File: config.mk
export PLATFORM = sky130hd
export DESIGN_NAME = issue_ctrl
export DESIGN_NICKNAME = d
export VERILOG_FILES = /design/src/rtl/issue_ctrl_pkg.sv /design/src/rtl/issue_scoreboard.sv /design/src/rtl/issue_ctrl.sv
export SDC_FILE = /design/constraint.sdc
export NUM_CORES = 1
export LEC_CHECK = 0
export CAP_MARGIN = 20
export CELL_PAD_IN_SITES_DETAIL_PLACEMENT = 0
export CELL_PAD_IN_SITES_GLOBAL_PLACEMENT = 1
export CORE_MARGIN = 1.5
export CORE_UTILIZATION = 30
export DETAILED_ROUTE_END_ITERATION = 12
export GPL_TIMING_DRIVEN = 0
export PLACE_DENSITY_LB_ADDON = 0.1
export SYNTH_ARGS = -nofsm -noshare
export SYNTH_HDL_FRONTEND = slang
export SYNTH_SLANG_ARGS = --single-unit
export TNS_END_PERCENT = 10
File: constraint.sdc
create_clock -name clk -period 6.1 [get_ports clk]
set_clock_uncertainty 0.05 [all_clocks]
set_input_delay 1.22 -clock clk [delete_from_list [all_inputs] [get_ports clk]]
set_output_delay 1.22 -clock clk [all_outputs]
set_load 0.02 [all_outputs]
File: src/rtl/issue_ctrl_pkg.sv
// Shared widths, FSM encodings and helpers for the single-issue controller.
package issue_ctrl_pkg;

    localparam int RF_RANGE   = 4;   // msb index of a register-file address
    localparam int DATA_RANGE = 31;  // msb index of an instruction word
    localparam int RF_DEPTH   = 32;

    typedef enum logic [1:0] {
        ISSUE_ST_RUN   = 2'd0,
        ISSUE_ST_DRAIN = 2'd1,
        ISSUE_ST_TRAP  = 2'd2
    } issue_state_t;

    // One-hot select of a register; x0 never maps to a bit.
    function automatic logic [RF_DEPTH-1:0] reg_mask(input logic [RF_RANGE:0] addr);
        reg_mask       = '0;
        reg_mask[addr] = (addr != '0);
    endfunction

endpackage

File: src/rtl/issue_scoreboard.sv
// Register busy bits and outstanding-write counter with RAW/WAW/cap hazard.
// Build option ISSUE_WB_BYPASS_EN lets the hazard check see this cycle's writeback.
module issue_scoreboard
    import issue_ctrl_pkg::*;
#(
    parameter int MAX_OUTSTANDING = 4,
    parameter int CNT_WIDTH       = 3
) (
    input  logic                  clk,
    input  logic                  rst,
    input  logic [RF_RANGE:0]     rs1_addr,
    input  logic [RF_RANGE:0]     rs2_addr,
    input  logic [RF_RANGE:0]     waddr,
    input  logic                  reg_wen,
    input  logic                  issue,
    input  logic                  wb_valid,
    input  logic [RF_RANGE:0]     wb_addr,
    output logic [RF_DEPTH-1:0]   busy_vec,
    output logic [CNT_WIDTH-1:0]  outstanding,
    output logic                  hazard,
    output logic                  pending_after_wb
);

    localparam logic [CNT_WIDTH-1:0] CNT_MAX = CNT_WIDTH'(MAX_OUTSTANDING);

    logic                 wb_clr;
    logic                 do_set;
    logic [RF_DEPTH-1:0]  set_mask;
    logic [RF_DEPTH-1:0]  clr_mask;
    logic [RF_DEPTH-1:0]  busy_chk;
    logic [CNT_WIDTH-1:0] cnt_after_wb;
    logic [CNT_WIDTH-1:0] cnt_chk;

    always_comb begin
        wb_clr       = wb_valid && (wb_addr != '0) && busy_vec[wb_addr];
        clr_mask     = wb_clr ? reg_mask(wb_addr) : '0;
        do_set       = issue && reg_wen && (waddr != '0);
        set_mask     = do_set ? reg_mask(waddr) : '0;
        cnt_after_wb = outstanding - CNT_WIDTH'(wb_clr);
`ifdef ISSUE_WB_BYPASS_EN
        busy_chk     = busy_vec & ~clr_mask;
        cnt_chk      = cnt_after_wb;
`else
        busy_chk     = busy_vec;
        cnt_chk      = outstanding;
`endif
        // rs1/rs2 are checked for every format, used or not
        hazard = ((rs1_addr != '0) && busy_chk[rs1_addr])
              || ((rs2_addr != '0) && busy_chk[rs2_addr])
              || (reg_wen && (waddr != '0) && busy_chk[waddr])
              || (reg_wen && (cnt_chk == CNT_MAX));
        pending_after_wb = (cnt_after_wb != '0);
    end

    always_ff @(posedge clk or posedge rst) begin
        if (rst) begin
            busy_vec    <= '0;
            outstanding <= '0;
        end else begin
            busy_vec    <= (busy_vec | set_mask) & ~clr_mask;
            outstanding <= outstanding + CNT_WIDTH'(do_set) - CNT_WIDTH'(wb_clr);
        end
    end

endmodule

File: src/rtl/issue_ctrl.sv
// Single-issue scheduler: instruction register, execute handshake and flush/trap FSM.
// Optional build macro ISSUE_WB_BYPASS_EN (see issue_scoreboard).
//
//   state          | meaning
//   ISSUE_ST_RUN   | normal fetch/issue
//   ISSUE_ST_DRAIN | after flush, waiting for outstanding writes to retire
//   ISSUE_ST_TRAP  | illegal instruction issued, held until flush
module issue_ctrl
    import issue_ctrl_pkg::*;
#(
    parameter int MAX_OUTSTANDING = 4,
    parameter int CNT_WIDTH       = 3
) (
    input  logic                  clk,
    input  logic                  rst,
    input  logic                  if_valid,
    input  logic [DATA_RANGE:0]   if_instr,
    output logic                  if_ready,
    output logic [DATA_RANGE:0]   ir_instr,
    input  logic [RF_RANGE:0]     dec_rs1_addr,
    input  logic [RF_RANGE:0]     dec_rs2_addr,
    input  logic [RF_RANGE:0]     dec_waddr,
    input  logic                  dec_reg_wen,
    input  logic                  dec_ill_instr,
    output logic                  ex_valid,
    output logic [DATA_RANGE:0]   ex_instr,
    output logic                  ex_ill,
    input  logic                  ex_ready,
    input  logic                  wb_valid,
    input  logic [RF_RANGE:0]     wb_addr,
    input  logic                  flush,
    output logic [RF_DEPTH-1:0]   busy_vec,
    output logic [CNT_WIDTH-1:0]  outstanding
);

    issue_state_t state;
    logic         ir_valid;
    logic         hazard;
    logic         pending_after_wb;
    logic         fire;
    logic         load;

    // ex_valid is independent of ex_ready so the request stays stable under backpressure
    assign ex_valid = (state == ISSUE_ST_RUN) && ir_valid && !hazard && !flush;
    assign fire     = ex_valid && ex_ready;
    assign if_ready = (state == ISSUE_ST_RUN) && !flush && (!ir_valid || fire);
    assign load     = if_valid && if_ready;
    assign ex_instr = ir_instr;
    assign ex_ill   = ex_valid && dec_ill_instr;

    issue_scoreboard #(
        .MAX_OUTSTANDING (MAX_OUTSTANDING),
        .CNT_WIDTH       (CNT_WIDTH)
    ) u_scoreboard (
        .clk              (clk),
        .rst              (rst),
        .rs1_addr         (dec_rs1_addr),
        .rs2_addr         (dec_rs2_addr),
        .waddr            (dec_waddr),
        .reg_wen          (dec_reg_wen),
        .issue            (fire && !dec_ill_instr),
        .wb_valid         (wb_valid),
        .wb_addr          (wb_addr),
        .busy_vec         (busy_vec),
        .outstanding      (outstanding),
        .hazard           (hazard),
        .pending_after_wb (pending_after_wb)
    );

    always_ff @(posedge clk or posedge rst) begin
        if (rst) begin
            state    <= ISSUE_ST_RUN;
            ir_valid <= 1'b0;
            ir_instr <= '0;
        end else if (flush) begin
            ir_valid <= 1'b0;
            state    <= pending_after_wb ? ISSUE_ST_DRAIN : ISSUE_ST_RUN;
        end else begin
            if (load) begin
                ir_valid <= 1'b1;
                ir_instr <= if_instr;
            end else if (fire) begin
                ir_valid <= 1'b0;
            end
            case (state)
                ISSUE_ST_RUN:   if (fire && dec_ill_instr) state <= ISSUE_ST_TRAP;
                ISSUE_ST_DRAIN: if (outstanding == '0) state <= ISSUE_ST_RUN;
                ISSUE_ST_TRAP:  state <= ISSUE_ST_TRAP;
                default:        state <= ISSUE_ST_RUN;
            endcase
        end
    end

endmodule

* Yosys cells after proc, flatten, opt, wreduce, memory -nomap -nowiden
Cells that the tools add are included.
** Word-level totals
- Register bits :: 70
- Logic and storage cells :: 86
** Cells by class
- $lt $le $gt $ge :: 6
- Reductions and logical operators :: 39
- Muxes and demuxes :: 22
- $add $sub $neg :: 3
- Eq/ne operators :: 5
- Bitwise operators :: 6
** Operators with widths (count)
- AND 32 bit :: 3
- two-way mux 32 bit :: 2
- inverter 32 bit :: 1
- OR 32 bit :: 1
- < comparator 5 x 6 -> 1 bit (second input constant) :: 4
- logical AND 1 bit :: 21
- binary-select mux 1 bit (select 5 bit) :: 4
- nonzero test 5 bit :: 4
- demux 1 bit (select 5 bit) :: 2
- >= comparator 5 x 1 -> 1 bit (second input constant) :: 2
- two-way mux 1 bit :: 10
- two-way mux 2 bit :: 3
- case mux 2 bit (3 select lines) :: 1
- nonzero test 3 bit :: 2
- subtractor 3 x 1 -> 3 bit :: 2
- logical NOT 1 bit :: 4
- logical OR 1 bit :: 4
- AND reduction 2 bit :: 2
- adder 3 x 1 -> 3 bit :: 1
- == test 3 bit (second input constant) :: 1
- logical NOT 3 bit :: 1
- inequality test 3 x 2 -> 1 bit (second input constant) :: 1
- inequality test 3 bit (second input constant) :: 1
- == test 2 x 1 -> 1 bit (second input constant) :: 1
- other kinds (3) :: 3

* Logic depth before layout (Yosys ltp)
Gate-level depths: netlist (run 1).
- Word-level depth :: 16
- Depth in mapped cells :: 12
- Depth with buffers taken out :: 10

* Cells and area by module
From an unflattened synthesis (run 1), not the netlist that was laid out.
** Unflattened totals
- Cell total of the unflattened synthesis :: 399
- Area, all modules :: 4463.0 sq um
** Modules (own cells, without submodules)
- issue_scoreboard :: instances 1, area an instance 2703.8 sq um, cells each 278, sequential area each 875.8 sq um
- issue_ctrl :: instances 1, area an instance 1759.2 sq um, cells each 121, sequential area each 875.8 sq um

* Worst setup path after synthesis (run 1)
Ideal clock, no wire load.
- Kind :: input port to output port
- Start point :: input port dec_rs2_addr[0]
- End point :: output port if_ready
- Arrival :: 3317 ps
- Data required time :: 4830 ps
- Setup slack :: 1513 ps
- Stages on the path :: 9
- Path buffers :: 2
- Path through :: buf_2 -> mux4_2 -> nor3b_1 -> nor4_1 -> nor4_2 -> and3_1 -> buf_4 -> a21bo_2 -> and2_1
** Between the ends
- Longest elaborated chain between the ends :: 12
** RTL lines
- from (decl) :: RTL line issue_ctrl.sv:21 : input logic [RF_RANGE:0] dec_rs2_addr,
- binary-select mux 1 bit (select 5 bit) :: RTL line issue_scoreboard.sv:49 : || ((rs2_addr != '0) && busy_chk[rs2_addr])
- two-way mux 1 bit (not written as such) :: RTL line issue_scoreboard.sv:49
- logical AND 1 bit (*) :: RTL line issue_scoreboard.sv:49
- logical OR 1 bit (*) :: RTL line issue_scoreboard.sv:49
- logical OR 1 bit (*) :: RTL line issue_scoreboard.sv:50 : || (reg_wen && (waddr != '0) && busy_chk[waddr])
- logical OR 1 bit (*) :: RTL line issue_scoreboard.sv:51 : || (reg_wen && (cnt_chk == CNT_MAX));
- logical NOT 1 bit (*) :: RTL line issue_ctrl.sv:44 : assign ex_valid = (state == ISSUE_ST_RUN) && ir_valid && !hazard && !flush;
- logical AND 1 bit (*) (2 in a row) :: RTL line issue_ctrl.sv:44
- named net ex_valid :: RTL line issue_ctrl.sv:25 : output logic ex_valid,
- logical AND 1 bit (*) :: RTL line issue_ctrl.sv:45 : assign fire = ex_valid && ex_ready;
- logical OR 1 bit (*) :: RTL line issue_ctrl.sv:46 : assign if_ready = (state == ISSUE_ST_RUN) && !flush && (!ir_valid || fire);
- logical AND 1 bit (*) :: RTL line issue_ctrl.sv:46
- to (decl) :: RTL line issue_ctrl.sv:18 : output logic if_ready,
The timed path passes the listed nets; every way through them passes the cells marked *. The select of a mux whose other input is x is not followed.

* Worst setup path in the final report (run 1)
- Start point :: input port dec_rs1_addr[0]
- End point :: output port if_ready
** Between the ends
- Longest elaborated chain between the ends :: 12
** RTL lines
- from (decl) :: RTL line issue_ctrl.sv:20 : input logic [RF_RANGE:0] dec_rs1_addr,
- binary-select mux 1 bit (select 5 bit) :: RTL line issue_scoreboard.sv:48 : hazard = ((rs1_addr != '0) && busy_chk[rs1_addr])
- two-way mux 1 bit (not written as such) :: RTL line issue_scoreboard.sv:48
- logical AND 1 bit (*) :: RTL line issue_scoreboard.sv:48
- logical OR 1 bit (*) :: RTL line issue_scoreboard.sv:49
- logical OR 1 bit (*) :: RTL line issue_scoreboard.sv:50
- logical OR 1 bit (*) :: RTL line issue_scoreboard.sv:51
- logical NOT 1 bit (*) :: RTL line issue_ctrl.sv:44
- logical AND 1 bit (*) (2 in a row) :: RTL line issue_ctrl.sv:44
- logical AND 1 bit (*) :: RTL line issue_ctrl.sv:45
- logical OR 1 bit (*) :: RTL line issue_ctrl.sv:46
- logical AND 1 bit (*) :: RTL line issue_ctrl.sv:46
Mark *: on every way between the ends. The rest lies on a longest branch, timed or not. The select of a mux whose other input is x is not followed.

==> flow_metrics.py, run 1 <==
metrics = {
    "outcome": {
        "status": "finished, final reports clean",
    },
    "global_routing": {
        "grt_first_pass_wirelength_mm": 23.1,
        "pin_count_of_the_biggest_net_entering_global_routing": 68,
        "grt_remaining_overflow": 0,
        "number_of_antenna_violations_at_the_first_check_in_global_routing": 0,
        "grt_use_total_pct": 18.5,
        "first_global_vias": 4141,
    },
    "logic_synthesis": {
        "synth_top_area_share_pct": 37.1,
        "post_synthesis_cell_area_um2": 4720,
        "synth-edff-count": 0,
        "synth-seq-area-share_pct": 37.1,
        "synth_area_leaders": "sky130_fd_sc_hd__dfrtp_1 37%, sky130_fd_sc_hd__mux4_2 10%, sky130_fd_sc_hd__mux2_4 9.5%",
        "share_of_flip_flops_with_an_asynchronous_set_or_reset_after_synthesis_pct": 100,
        "synth-warning-count": 0,
        "syn_area_per_cell_um2": 10.9,
        "syn_nets": 499,
        "post_synth_num_cell_types": 56,
        "yosys_most_used_dff": "sky130_fd_sc_hd__dfrtp_1",
        "yosysTopAreaCell": "sky130_fd_sc_hd__dfrtp_1",
        "post_synth_inst_count": 434,
        "yosys_register_bits": 70,
    },
    "cts": {
        "cts-root-to-sink-buffers": 2,
        "clk_latency_ns": 0.34,
        "cts_setup_buffers": 0,
        "path_clk_slew_ns": 0.06,
        "cts_inserted_buffers": 9,
        "cts.sink_count": 70,
        "cts_tree": "built",
        "hold_buffers": 0,
        "clock_tree.htree_level_count": 3,
        "clock_tree.root_cell": "sky130_fd_sc_hd__clkbuf_16",
        "cts_resized": 0,
    },
    "route": {
        "num_vias": 4091,
        "wire_per_inst_um": 18.2,
        "routed_wirelength_mm": 14.9,
        "drc_errors": 0,
        "detailedRoute.firstIterationViolations": 188,
        "initial_drt_pass_iterations": 4,
        "antenna_left": 0,
        "via_density_per_instance": 5.02,
    },
    "layout": {
        "layout_common_cells": "153 x sky130_fd_sc_hd__clkdlybuf4s50_1, 70 x sky130_fd_sc_hd__dfrtp_1, 35 x sky130_fd_sc_hd__nor2_1, 33 x sky130_fd_sc_hd__buf_4",
        "final_cells": 815,
        "nets": 664,
        "leading_cell_type_in_the_layout_fill_and_taps_excluded": "sky130_fd_sc_hd__clkdlybuf4s50_1",
        "post_route_cells_drive_above_1_share_pct": 21.4,
        "area_growth_syn_to_layout_pct": 45.2,
        "fillers": 1446,
        "antenna-diode-count": 0,
    },
    "place": {
        "buffers_added_on_ports": 153,
        "placed_cells": 799,
        "place_congestion": 0.868,
        "place_hpwl_mm": 11.2,
    },
    "die": {
        "die_y_um": 128,
        "die_width_um": 128,
        "row_count": 45,
        "fp.coreArea_um2": 15300,
        "boundaryPins": 162,
        "initial_utilization_pct": 30.8,
        "floorplan.die_area_um2": 16500,
    },
    "timing": {
        "rsz0062_at_grt": "false",
        "relSlewSlack_pct": 52.6,
        "final_hold_viol_count": 0,
        "tightestPinTransition_ns": 0.709,
        "layout_worst_path_cycle_share_pct": 95.3,
        "number_of_pins_with_negative_max_slew_slack_in_the_final_report": 0,
        "min_period_ns": 5.81,
        "setup_viol": 0,
        "final.setup.tns_ns": 0,
        "fmax_mhz": 172,
    },
    "setup_path": {
        "worstPathMaxFanout": 10,
        "worst_ep_required_time_ns": 4.83,
        "critPathLaunchType": "input pin",
        "crit_path_start": "dec_rs1_addr[0]",
        "rr_startpoint": "u_scoreboard.busy_vec[31]$_DFF_PP0_",
        "timing_worst_setup_path_type": "input pin to primary output",
        "end_kind": "primary output",
        "cp_arrival_ns": 4.54,
    },
    "power_and_ir_drop": {
        "vdd.ir_drop.worst_mv": 0.180,
        "cellLeakagePower_nw": 2.86,
        "design_power_total_mw": 1.82,
        "power.density_cell_area_nw_per_um2": 266,
    },
    "hold_path": {
        "hp-class": "register to register",
        "min-delay-start": "state[1]$_DFFE_PP0P_",
    },
    "run": {
        "cap_viol_max_count": 0,
    },
}
==> flip-flops by register name, summed over array words and instances (netlist names) <==
| register | cells |
|---|---|
| ir_valid | 1 |
| ex_instr | 32 |
| state | 2 |
| u_scoreboard.outstanding | 3 |
| u_scoreboard.busy_vec | 32 |
==> critical path, stage by stage <==
cell	delay [ns]
sky130_fd_sc_hd__clkdlybuf4s50_1	0.56
sky130_fd_sc_hd__clkbuf_4	0.28
sky130_fd_sc_hd__mux4_2	0.52
sky130_fd_sc_hd__mux2i_1	0.27
sky130_fd_sc_hd__nor3b_1	0.11
sky130_fd_sc_hd__nor4_2	0.34
sky130_fd_sc_hd__and3_1	0.20
sky130_fd_sc_hd__buf_4	0.17
sky130_fd_sc_hd__a21bo_2	0.15
sky130_fd_sc_hd__and2_1	0.12
sky130_fd_sc_hd__clkdlybuf4s50_1	0.60
==> metrics by stage <==
stage | cell area, µm² | setup WS, ns | util, % | hold WS (ns)
2_1_floorplan | 4720 | 1.51 | - | 0.439
3_3_place_gp | 6520 | 0.174 | 42.6 | 0.462
3_5_place_dp | 6550 | 0.141 | 42.8 | 0.466
4_1_cts | 6850 | 0.134 | 44.7 | 0.482
5_1_grt | 6860 | 0.0734 | 44.8 | 0.513
6_report | 6860 | 0.290 | 44.8 | 0.476
==> cell type report <==
cell class              count  area, µm²  share of cell area (%)
plain buffers              56        372                    5.42
clock buffers              11        243                    3.54
clock inverters             5       58.8                   0.857
inverters                  22       85.1                    1.24
multi-input cells         286       2530                    36.8
flip-flops and latches     70       1750                    25.5
well taps                 211        264                    3.85
repair buffers            154       1560                    22.7
==> kinds of logic after synthesis <==
family                     count (synthesis)  synth area share [%]
adders and majority gates                  5                  1.48
muxes                                     79                  26.0
xor gates and xnor gates                   3                 0.556
and+or+nand+nor                          108                  12.2
buffers and inverters                     78                  9.56
AOI/OAI and AO/OA                         91                  13.2
DFF                                       70                  37.1
==> cell usage after synthesis (all sizes together) (5+ instances only) <==
master  instances
o22ai          13
nor4            5
mux4           22
a21oi          30
inv            21
mux2           38
o21a           16
nand2b          6
nand3b          5
nor2           35
dfrtp          70
o221ai          5
nand2          17
o21ai           6
buf            43
nor3            7
and3            7
clkbuf         13
mux2i          19
==> layer usage <==
metal | GRT usage [%] | part of all wire, % | vias to the layer above
met5 | 0 | 0 | -
met4 | 6.61 | 2.0 | 0
met3 | 4.12 | 6.7 | 20
met2 | 30.0 | 47 | 172
met1 | 24.3 | 45 | 1996
li1 | - | - | 1903
==> power breakdown <==
| part | internal, mW | total (mW) | leakage, nW | switching, mW |
|---|---|---|---|---|
| registers | 0.528 | 0.591 | 0.897 | 0.0627 |
| logic | 0.400 | 0.696 | 1.83 | 0.296 |
| clock network | 0.328 | 0.536 | 0.142 | 0.208 |
| total | 1.26 | 1.82 | 2.86 | 0.566 |
==> worst paths after layout <==
path                                                          to  slack [ns]  cells past startpoint
max                                                     if_ready        0.29                     11
min reg2reg                                 state[1]$_DFFE_PP0P_        0.48                      1
min in group asynchronous               ex_instr[18]$_DFFE_PP0P_        1.05                      2
max reg2reg                u_scoreboard.outstanding[2]$_DFF_PP0_        2.74                     10
min                                         state[1]$_DFFE_PP0P_        0.48                      1
max in group asynchronous                ex_instr[3]$_DFFE_PP0P_        4.42                      3
Power figures use the tool's default switching activity.
==> run 2, diff against run 1 <==
RECOVER_POWER = 25   (was default)
==> run 2 against run 1 <==
Against the previous run:
- the run now ends with max-capacitance violations, max-slew violations left
- register-to-register slack about the same
- sequential cell count did not move
- routed wire length is essentially flat
- cell area decreased by 0.36%
- via count shrank 0.39%
- combinational power barely moved
- first-iteration DRC count up 10%
- critical path type unchanged
==> flow_metrics.py, run 2 (synthesis results as in run 1) <==
metrics = {
    "global_routing": {
        "pin_count_of_the_biggest_net_entering_global_routing": 68,
        "grt_use_total_pct": 18.5,
        "grt_remaining_overflow": 0,
        "grt_first_pass_wirelength_mm": 23.1,
        "first_global_vias": 4141,
        "number_of_antenna_violations_at_the_first_check_in_global_routing": 0,
    },
    "hold_path": {
        "worstHoldPathCells": 1,
        "min_delay_endpoint": "state[1]$_DFFE_PP0P_",
        "hp-class": "register to register",
        "min-delay-start": "state[1]$_DFFE_PP0P_",
    },
    "cts": {
        "path_clk_slew_ns": 0.06,
        "clk_latency_ns": 0.34,
        "clock_tree.root_cell": "sky130_fd_sc_hd__clkbuf_16",
        "cts_tree": "built",
        "cts.sink_count": 70,
        "cts_resized": 0,
        "hold_buffers": 0,
        "cts_setup_buffers": 0,
        "cts_inserted_buffers": 9,
        "cts-root-to-sink-buffers": 2,
        "clock_tree.htree_level_count": 3,
    },
    "power_and_ir_drop": {
        "design_power_total_mw": 1.82,
        "netSwitchingFraction_pct": 31.1,
        "total_switching_power_uw": 565,
        "cellLeakagePower_nw": 2.85,
        "seq_power_share_pct": 32.5,
        "vdd.ir_drop.worst_mv": 0.180,
        "share_clk_of_total_power_pct": 29.4,
        "pwr-share-comb_pct": 38.1,
        "internal_power_mw": 1.25,
        "power.density_cell_area_nw_per_um2": 266,
    },
    "die": {
        "initial_utilization_pct": 30.8,
        "row_count": 45,
        "fp.coreArea_um2": 15300,
        "die_width_um": 128,
        "boundaryPins": 162,
        "die_y_um": 128,
        "floorplan.die_area_um2": 16500,
    },
    "timing": {
        "fmax_mhz": 172,
        "layout_worst_path_cycle_share_pct": 95.1,
        "final_hold_viol_count": 0,
        "min_period_ns": 5.80,
        "tightestPinTransition_ns": 3.68,
        "relSlewSlack_pct": -146,
        "setup_viol": 0,
        "rsz0062_at_grt": "false",
        "final.setup.tns_ns": 0,
        "number_of_pins_with_negative_max_slew_slack_in_the_final_report": 68,
    },
    "route": {
        "initial_drt_pass_iterations": 4,
        "antenna_left": 0,
        "detailedRoute.firstIterationViolations": 207,
        "drc_errors": 0,
        "routed_wirelength_mm": 14.9,
        "via_density_per_instance": 5.00,
        "num_vias": 4075,
        "wire_per_inst_um": 18.3,
    },
    "setup_path": {
        "crit_path_start": "dec_rs1_addr[0]",
        "reg2reg_depth": 10,
        "reg2reg_setup_slack_ns": 2.73,
        "cp_arrival_ns": 4.53,
        "critPathLaunchType": "input pin",
        "rr_startpoint": "u_scoreboard.busy_vec[9]$_DFF_PP0_",
        "timing.rr.end": "u_scoreboard.outstanding[2]$_DFF_PP0_",
        "end_kind": "primary output",
        "worst_ep_required_time_ns": 4.83,
        "worstPathMaxFanout": 10,
        "timing_worst_setup_path_type": "input pin to primary output",
    },
    "outcome": {
        "failing_checks": "max-capacitance violations, max-slew violations",
        "status": "finished with violations",
    },
    "run": {
        "cap_viol_max_count": 1,
    },
    "layout": {
        "leading_cell_type_in_the_layout_fill_and_taps_excluded": "sky130_fd_sc_hd__clkdlybuf4s50_1",
        "final_core_utilization_pct": 44.6,
        "nets": 664,
        "area_growth_syn_to_layout_pct": 44.7,
        "antenna-diode-count": 0,
        "layout_common_cells": "152 x sky130_fd_sc_hd__clkdlybuf4s50_1, 70 x sky130_fd_sc_hd__dfrtp_1, 35 x sky130_fd_sc_hd__nor2_1, 33 x sky130_fd_sc_hd__buf_4",
        "post_route_cells_drive_above_1_share_pct": 21.2,
    },
    "place": {
        "place_hpwl_mm": 11.2,
        "place_congestion": 0.868,
        "buffers_added_on_ports": 153,
    },
}
## run 2: changes by cell type in the layout (fill, tap and decap cells not counted)
cell                              delta
sky130_fd_sc_hd__clkbuf_1            +1
sky130_fd_sc_hd__buf_16              -1
sky130_fd_sc_hd__inv_4               -1
sky130_fd_sc_hd__clkinvlp_2          +1
sky130_fd_sc_hd__dlygate4sd3_1       +1
sky130_fd_sc_hd__clkdlybuf4s50_1     -1
## run 2: layer usage
| metal | vias up | global-route usage [%] | share of wire [%] | wire length, µm |
|---|---|---|---|---|
| li1 | 1901 | - | - | - |
| met1 | 1981 | 24.3 | 44 | 6590 |
| met2 | 176 | 30.0 | 47 | 6990 |
| met3 | 17 | 4.12 | 7.0 | 1040 |
| met4 | 0 | 6.61 | 1.7 | 259 |
| met5 | - | 0 | 0 | 0 |
## run 2: worst max path at each step
stage	to	slack, ns	cells after the start
finish	if_ready	0.30	11
global route	if_ready	0.07	11
CTS	if_ready	0.13	11
detailed placement	if_ready	0.14	11
global placement	if_ready	0.17	11
floorplan	if_ready	1.51	9
## run 2: power by group through the flow
stage          logic, mW  registers (mW)  clock network (mW)
2_1_floorplan      0.315           0.661                   0
3_3_place_gp       0.696           0.597                   0
3_5_place_dp       0.700           0.595                   0
4_1_cts            0.703           0.593               0.552
5_1_grt            0.730           0.603               0.572
6_report           0.693           0.591               0.535
## run 2: stage by stage
stage	instances	cell area, µm²	setup WS (ns)	hold slack (ns)
floorplan	434	4720	1.51	0.439
global placement	798	6520	0.174	0.462
detailed placement	799	6550	0.141	0.466
CTS	815	6850	0.134	0.482
global route	815	6830	0.0734	0.513
finish	815	6830	0.300	0.476
## run 2: worst max-delay path: stages
cell	delay (ns)
sky130_fd_sc_hd__clkdlybuf4s50_1	0.56
sky130_fd_sc_hd__clkbuf_4	0.28
sky130_fd_sc_hd__mux4_2	0.52
sky130_fd_sc_hd__mux2i_1	0.26
sky130_fd_sc_hd__nor3b_1	0.11
sky130_fd_sc_hd__nor4_2	0.34
sky130_fd_sc_hd__and3_1	0.20
sky130_fd_sc_hd__buf_4	0.17
sky130_fd_sc_hd__a21bo_2	0.15
sky130_fd_sc_hd__and2_1	0.12
sky130_fd_sc_hd__clkdlybuf4s50_1	0.60
## run 2: cell type report
| cell class | count | area, µm² |
|---|---|---|
| plain buffers | 56 | 372 |
| clock buffers | 11 | 243 |
| clock inverters | 5 | 58.8 |
| fillers | 1450 | 8480 |
| inverters | 22 | 83.8 |
| multi-input cells | 286 | 2530 |
| flip-flops and latches | 70 | 1750 |
| well taps | 211 | 264 |
| repair buffers | 154 | 1540 |
==> run 3, diff against run 2 <==
SKIP_CTS_REPAIR_TIMING = 1   (was default)
==> results of run 3 <==
The final DEF is identical to that of run 2; final timing and power are the same.
